**src/rtl/int_ctrl_pkg.sv**
```systemverilog
// Shared definitions for the interrupt controller: FSM states, register map
// offsets and the "no source" index.
package int_ctrl_pkg;

  localparam int          NSRC  = 6;
  localparam logic [2:0]  NO_ID = 3'd7;

  // Register offsets as decoded from addr[3:2]
  localparam logic [1:0] REG_MASK = 2'd0;
  localparam logic [1:0] REG_PEND = 2'd1;
  localparam logic [1:0] REG_MODE = 2'd2;
  localparam logic [1:0] REG_CTRL = 2'd3;

  // Encodings are visible to software through the CTRL register
  typedef enum logic [1:0] {
    IDLE = 2'd0,
    REQ  = 2'd1,
    SERV = 2'd2
  } state_e;

endpackage

```
**src/rtl/int_prio_enc.sv**
```systemverilog
// Fixed-priority encoder: returns the index of the lowest set request bit,
// or NO_ID when no bit is set.
module int_prio_enc
  import int_ctrl_pkg::*;
(
  input  logic [NSRC-1:0] req_i,
  output logic [2:0]      idx_o
);

  // Scan from the top down so the lowest set index is the last one written
  always_comb begin
    // NOTE: every combinational output gets a default first, otherwise a path
    // that skips the assignment would infer a latch.
    idx_o = NO_ID;
    for (int i = NSRC - 1; i >= 0; i--) begin
      if (req_i[i]) idx_o = 3'(i);
    end
  end

endmodule

```
**src/rtl/int_ctrl.sv**
```systemverilog
// Six-source interrupt controller with per-source mask and edge/level mode,
// fixed lowest-index-first priority and a single in-service slot closed by
// an EOI write to CTRL.
module int_ctrl
  import int_ctrl_pkg::*;
(
  input  logic        clk,
  input  logic        reset,
  input  logic [31:2] addr,
  input  logic        we,
  input  logic [31:0] din,
  output logic [31:0] dout,
  input  logic [5:0]  src,
  input  logic        irq_ack,
  output logic        irq,
  output logic [2:0]  irq_id
);

  logic [NSRC-1:0] mask_q, mode_q, pend_q, pend_d, src_q;
  logic [NSRC-1:0] rise, pend_clr, ack_clr, cand;
  logic [2:0]      winner, irq_id_q, insvc_q;
  logic            irq_q, ack_fire, eoi;
  logic            wr_mask, wr_pend, wr_mode, wr_ctrl;
  state_e          state_q;

  // Only addr[3:2] and din[5:0] carry meaning; the rest is deliberately ignored
  logic unused_bits;
  assign unused_bits = ^{addr[31:4], din[31:6]};

  assign wr_mask = we && (addr[3:2] == REG_MASK);
  assign wr_pend = we && (addr[3:2] == REG_PEND);
  assign wr_mode = we && (addr[3:2] == REG_MODE);
  assign wr_ctrl = we && (addr[3:2] == REG_CTRL);

  assign rise     = src & ~src_q;
  assign ack_fire = (state_q == REQ) && irq_ack;
  assign eoi      = (state_q == SERV) && wr_ctrl && din[0];
  // The acknowledged source is the one currently presented on irq_id
  assign ack_clr  = ack_fire ? (NSRC'(1) << irq_id_q) : '0;
  assign pend_clr = (wr_pend ? din[NSRC-1:0] : '0) | ack_clr;
  assign cand     = pend_q & mask_q;

  int_prio_enc u_prio (
    .req_i (cand),
    .idx_o (winner)
  );

  // Pending next state: level bits follow src, edge bits set on a rise
  // (which beats any clear) and otherwise clear on W1C or acknowledge
  always_comb begin
    pend_d = pend_q;
    for (int i = 0; i < NSRC; i++) begin
      if (!mode_q[i])       pend_d[i] = src[i];
      else if (rise[i])     pend_d[i] = 1'b1;
      else if (pend_clr[i]) pend_d[i] = 1'b0;
    end
  end

  // Software-visible registers and the source history used for edge detect
  always_ff @(posedge clk) begin
    // NOTE: sequential state uses non-blocking assignment so every register
    // samples pre-edge values regardless of statement order.
    if (reset) begin
      mask_q <= '0;
      mode_q <= '0;
      pend_q <= '0;
      src_q  <= '0;
    end else begin
      if (wr_mask) mask_q <= din[NSRC-1:0];
      if (wr_mode) mode_q <= din[NSRC-1:0];
      pend_q <= pend_d;
      src_q  <= src;
    end
  end

  // Request/service FSM with registered irq, irq_id and in-service index
  always_ff @(posedge clk) begin
    if (reset) begin
      state_q  <= IDLE;
      irq_q    <= 1'b0;
      irq_id_q <= NO_ID;
      insvc_q  <= NO_ID;
    end else begin
      case (state_q)
        IDLE: begin
          if (cand != '0) begin
            state_q  <= REQ;
            irq_q    <= 1'b1;
            irq_id_q <= winner;
          end
        end
        REQ: begin
          if (irq_ack) begin
            state_q  <= SERV;
            irq_q    <= 1'b0;
            irq_id_q <= NO_ID;
            insvc_q  <= irq_id_q;
          end else if (cand == '0) begin
            state_q  <= IDLE;
            irq_q    <= 1'b0;
            irq_id_q <= NO_ID;
          end else begin
            irq_id_q <= winner;
          end
        end
        SERV: begin
          if (eoi) begin
            state_q <= IDLE;
            insvc_q <= NO_ID;
          end
        end
        default: begin
          state_q  <= IDLE;
          irq_q    <= 1'b0;
          irq_id_q <= NO_ID;
          insvc_q  <= NO_ID;
        end
      endcase
    end
  end

  // Side-effect-free read mux
  always_comb begin
    dout = '0;
    case (addr[3:2])
      REG_MASK: dout = {26'd0, mask_q};
      REG_PEND: dout = {26'd0, pend_q};
      REG_MODE: dout = {26'd0, mode_q};
      REG_CTRL: dout = {26'd0, state_q, 1'b0, insvc_q};
      default:  dout = '0;
    endcase
  end

  assign irq    = irq_q;
  assign irq_id = irq_id_q;

endmodule
```
**config.mk**
```make
export PLATFORM = sky130hd
export DESIGN_NAME = int_ctrl
export DESIGN_NICKNAME = d
export VERILOG_FILES = /design/src/rtl/int_ctrl_pkg.sv /design/src/rtl/int_prio_enc.sv /design/src/rtl/int_ctrl.sv
export SDC_FILE = /design/constraint.sdc
export NUM_CORES = 1
export LEC_CHECK = 0
export CAP_MARGIN = 15
export CORE_ASPECT_RATIO = 1.1
export CORE_UTILIZATION = 34
export DETAILED_ROUTE_END_ITERATION = 8
export GPL_TIMING_DRIVEN = 0
export HOLD_SLACK_MARGIN = 0.1
export PLACE_DENSITY = 0.75
export SLEW_MARGIN = 20
export SYNTH_ARGS = -nofsm -noshare
export SYNTH_HDL_FRONTEND = slang
export SYNTH_SLANG_ARGS = --single-unit
```
**constraint.sdc**
```tcl
create_clock -name clk -period 1.3 [get_ports clk]
set_input_delay 0.325 -clock clk [delete_from_list [all_inputs] [get_ports clk]]
set_output_delay 0.325 -clock clk [all_outputs]
set_load 0.05 [all_outputs]
```
==> summary.md <==
| Metric | Value |
|---|---|
| Status | `complete, but fails checks` |
| Violated checks | `setup timing` |
| Share of cells above drive strength 1 | `0.410` |
| Critical path required time | `980 ps` |
| Area Overhead vs Synth | `43.3%` |
| TritonCTS clock tree | `done` |
| #FFs+latches synth | `33` |
| CP Data Arrival Time | `1310 ps` |
| FFs w/ async S/R, synth | `0` |
| Gr ovfl total | `0` |
| Io pins | `108` |
| Clock Tree Root | `clkbuf_8` |
| Maxcap violations | `0` |
| Hold_ws | `396 ps` |
| Pre-CTS WS | `-744 ps` |
| DRT iter0 DRCs | `123` |
| Setup-violating endpoint count in the final report | `15` |
| Initial antenna violation count | `0` |
| Fin crit share | `1.26` |
| Yosys warns | `0` |
| Unrepaired setup endpoints after global routing | `yes` |
| Yosys cell types | `40` |
| Drt drc | `0` |
| Worst setup margin | `-332 ps` |
| Worst-path fanout max | `2` |
| Register area share after synthesis | `0.372` |
| Clk_skew | `7.32 ps` |
| Hold Buf Count CTS | `0` |
| Comb power frac | `0.254` |
| Avg WL per Cell | `14.3 µm` |
| Clock share of power | `0.311` |
| Max VDD drop | `0.000564 V` |
| Global-route wire length before repair | `7.29 mm` |
| Clock transition at path regs | `70 ps` |
| Part of the power in registers | `0.435` |
| Leakage | `1.10 nW` |
| Detailed Routing Iterations Pass 1 | `8` |
| Final Cell Area | `2550 µm²` |
| DP Cell Count | `299` |
| RePlAce Congestion | `0.850` |
| Pint | `1.71 mW` |
| Reg2reg start | `state_q[1]$_SDFFE_PP0P_` |
| Input/output buffers | `24` |
| Placed inst area | `2200 µm²` |
| Final HPWL DP | `3.02 mm` |
| Final Hold Violating Endpoints | `0` |
| Most used DFF post-synth | `dfxtp_1` |
| Setup crit start | `state_q[1]$_SDFFE_PP0P_` |
| CTS sink count | `33` |
| Remaining antenna violation count after routing | `0` |
| Worst hold-check path type | `in2reg` |
| Drt total wl | `4.56 mm` |
| H-tree levels | `2` |
| Synth Cell Area | `1780 µm²` |
| Bufs on Longest Clock Path | `2` |
| Initial Util | `0.353` |
| Clk_lat worst skew | `290 ps` |
| Die Width | `71.0 µm` |
| Crit path time final | `1630 ps` |
| Avg Inst Size Synth | `9.26 µm²` |
| Nets@finish | `333` |
| Vias | `1610` |
| Global-route usage over all layers | `0.174` |
| Fin cells | `319` |
| Synth Instances | `192` |
| Worst Setup End Kind | `primary output` |
| Die footprint | `5520 µm²` |
| Switching pwr | `0.783 mW` |
| Worst hold start | `reset` |
| Final Slew Violations | `0` |
| ANT cells | `0` |
| Vias in the first global route | `1521` |
| Row count | `27` |
| Pin count of the biggest net entering global routing | `11` |
| Die extent in y | `77.8 µm` |
| Fmax | `0.613 GHz` |
| Worst setup SP type | `flip-flop` |
| WS Path Type | `reg2out` |
| Post-synth EDFFs | `0` |
| PD cells | `979 nW/µm²` |
| Core Area | `5030 µm²` |
| Switching part of the total power | `0.314` |
| CTS Buf Count | `5` |
| Vias/cell | `5.05` |
| Sum Neg Setup Slack | `-2460 ps` |
==> cell type report <==
| type | count | area [µm²] |
|---|---|---|
| Tap cell | 58 | 72.6 |
| Clock buffer | 7 | 86.3 |
| Inverter | 2 | 7.51 |
| Sequential cell | 33 | 697 |
| Timing Repair Buffer | 39 | 367 |
| Fill cell | 463 | 2480 |
| Multi-Input combinational cell | 146 | 1040 |
| Buffer | 34 | 274 |
==> through the flow <==
stage | total power [mW] | utilization
after floorplan | 1.54 | -
after global placement | 1.67 | 0.436
after detailed placement | 1.68 | 0.436
after CTS | 2.47 | 0.481
after global routing | 2.59 | 0.506
final | 2.50 | 0.506
==> layer usage <==
layer	up-vias	track usage	routed length [µm]
li1	781	-	-
met1	742	0.211	1940
met2	74	0.282	2220
met3	13	0.0597	302
met4	0	0.0660	89
met5	-	0	0
==> registers in the layout (all words and copies together), names as in the netlist <==
name / cells
state_q: 2
mode_q: 6
mask_q: 6
irq_id: 3
src_q: 6
irq: 1
insvc_q: 3
pend_q: 6
==> placed cells by master, fill, tap and decap left out, types with 3 or more instances in the layout <==
cell type	count
dfxtp_4	6
buf_6	5
buf_8	4
nor2b_1	7
buf_4	42
dfxtp_2	11
buf_2	4
mux4_2	5
a21oi_1	6
nand3_1	8
nand2_1	24
o21bai_1	5
a21o_1	3
dfxtp_1	16
nor2_1	11
conb_1	26
a22o_1	4
clkdlybuf4s50_1	11
clkbuf_8	6
mux2i_1	8
a211oi_1	4
==> cells in the mapped netlist (2+ instances only) <==
cell / count / area, µm²
nor3_1: 3 / 15.0
a21oi_1: 7 / 35.0
a21o_1: 3 / 22.5
nand4_1: 2 / 12.5
nor2b_1: 7 / 43.8
nor4_1: 4 / 25.0
mux4_1: 5 / 131
buf_2: 5 / 25.0
nor3b_1: 2 / 15.0
dfxtp_1: 33 / 661
nor2_1: 12 / 45.0
buf_6: 2 / 22.5
mux2i_1: 8 / 80.1
a31oi_1: 3 / 18.8
nand3_1: 8 / 40.0
a22o_1: 4 / 35.0
inv_1: 2 / 7.51
a22oi_1: 2 / 15.0
o21ai_0: 3 / 15.0
nand2_1: 24 / 90.1
buf_4: 27 / 203
a211oi_1: 4 / 30.0
o21bai_1: 5 / 37.5
==> final timing paths <==
check	endpoint	slack, ps	depth (start not counted)
max reg2reg	pend_q[1]$_SDFFE_PP0P_	-170	4
min reg2reg	irq$_SDFFE_PP0P_	470	2
min	src_q[4]$_SDFF_PP0_	400	2
max	dout[5]	-330	2
==> power by group through the flow <==
stage	sequential (mW)	combinational, mW	clock (mW)
3_3_place_gp	1.11	0.563	0
6_report	1.09	0.633	0.777
3_5_place_dp	1.11	0.567	0
5_1_grt	1.09	0.665	0.837
4_1_cts	1.08	0.606	0.785
2_1_floorplan	1.12	0.424	0
==> timing repair <==
item,4_1_cts,5_1_grt
endpoints found under the hold margin,0,0
resized for setup,93,27
buffers inserted,11,4
pin swaps,4,3
setup endpoints to repair,37,35
==> critical path, cell delays in order (launching register included) <==
cell and delay (ps):
dfxtp_4 350, mux4_2 500, buf_8 170
==> kinds of logic after synthesis <==
group / share of synthesized area
compound gates: 0.153
buf+inv: 0.149
flops: 0.372
mux: 0.119
other cells: 0.00211
simple gates: 0.205
(Power assumes the default switching activity.)
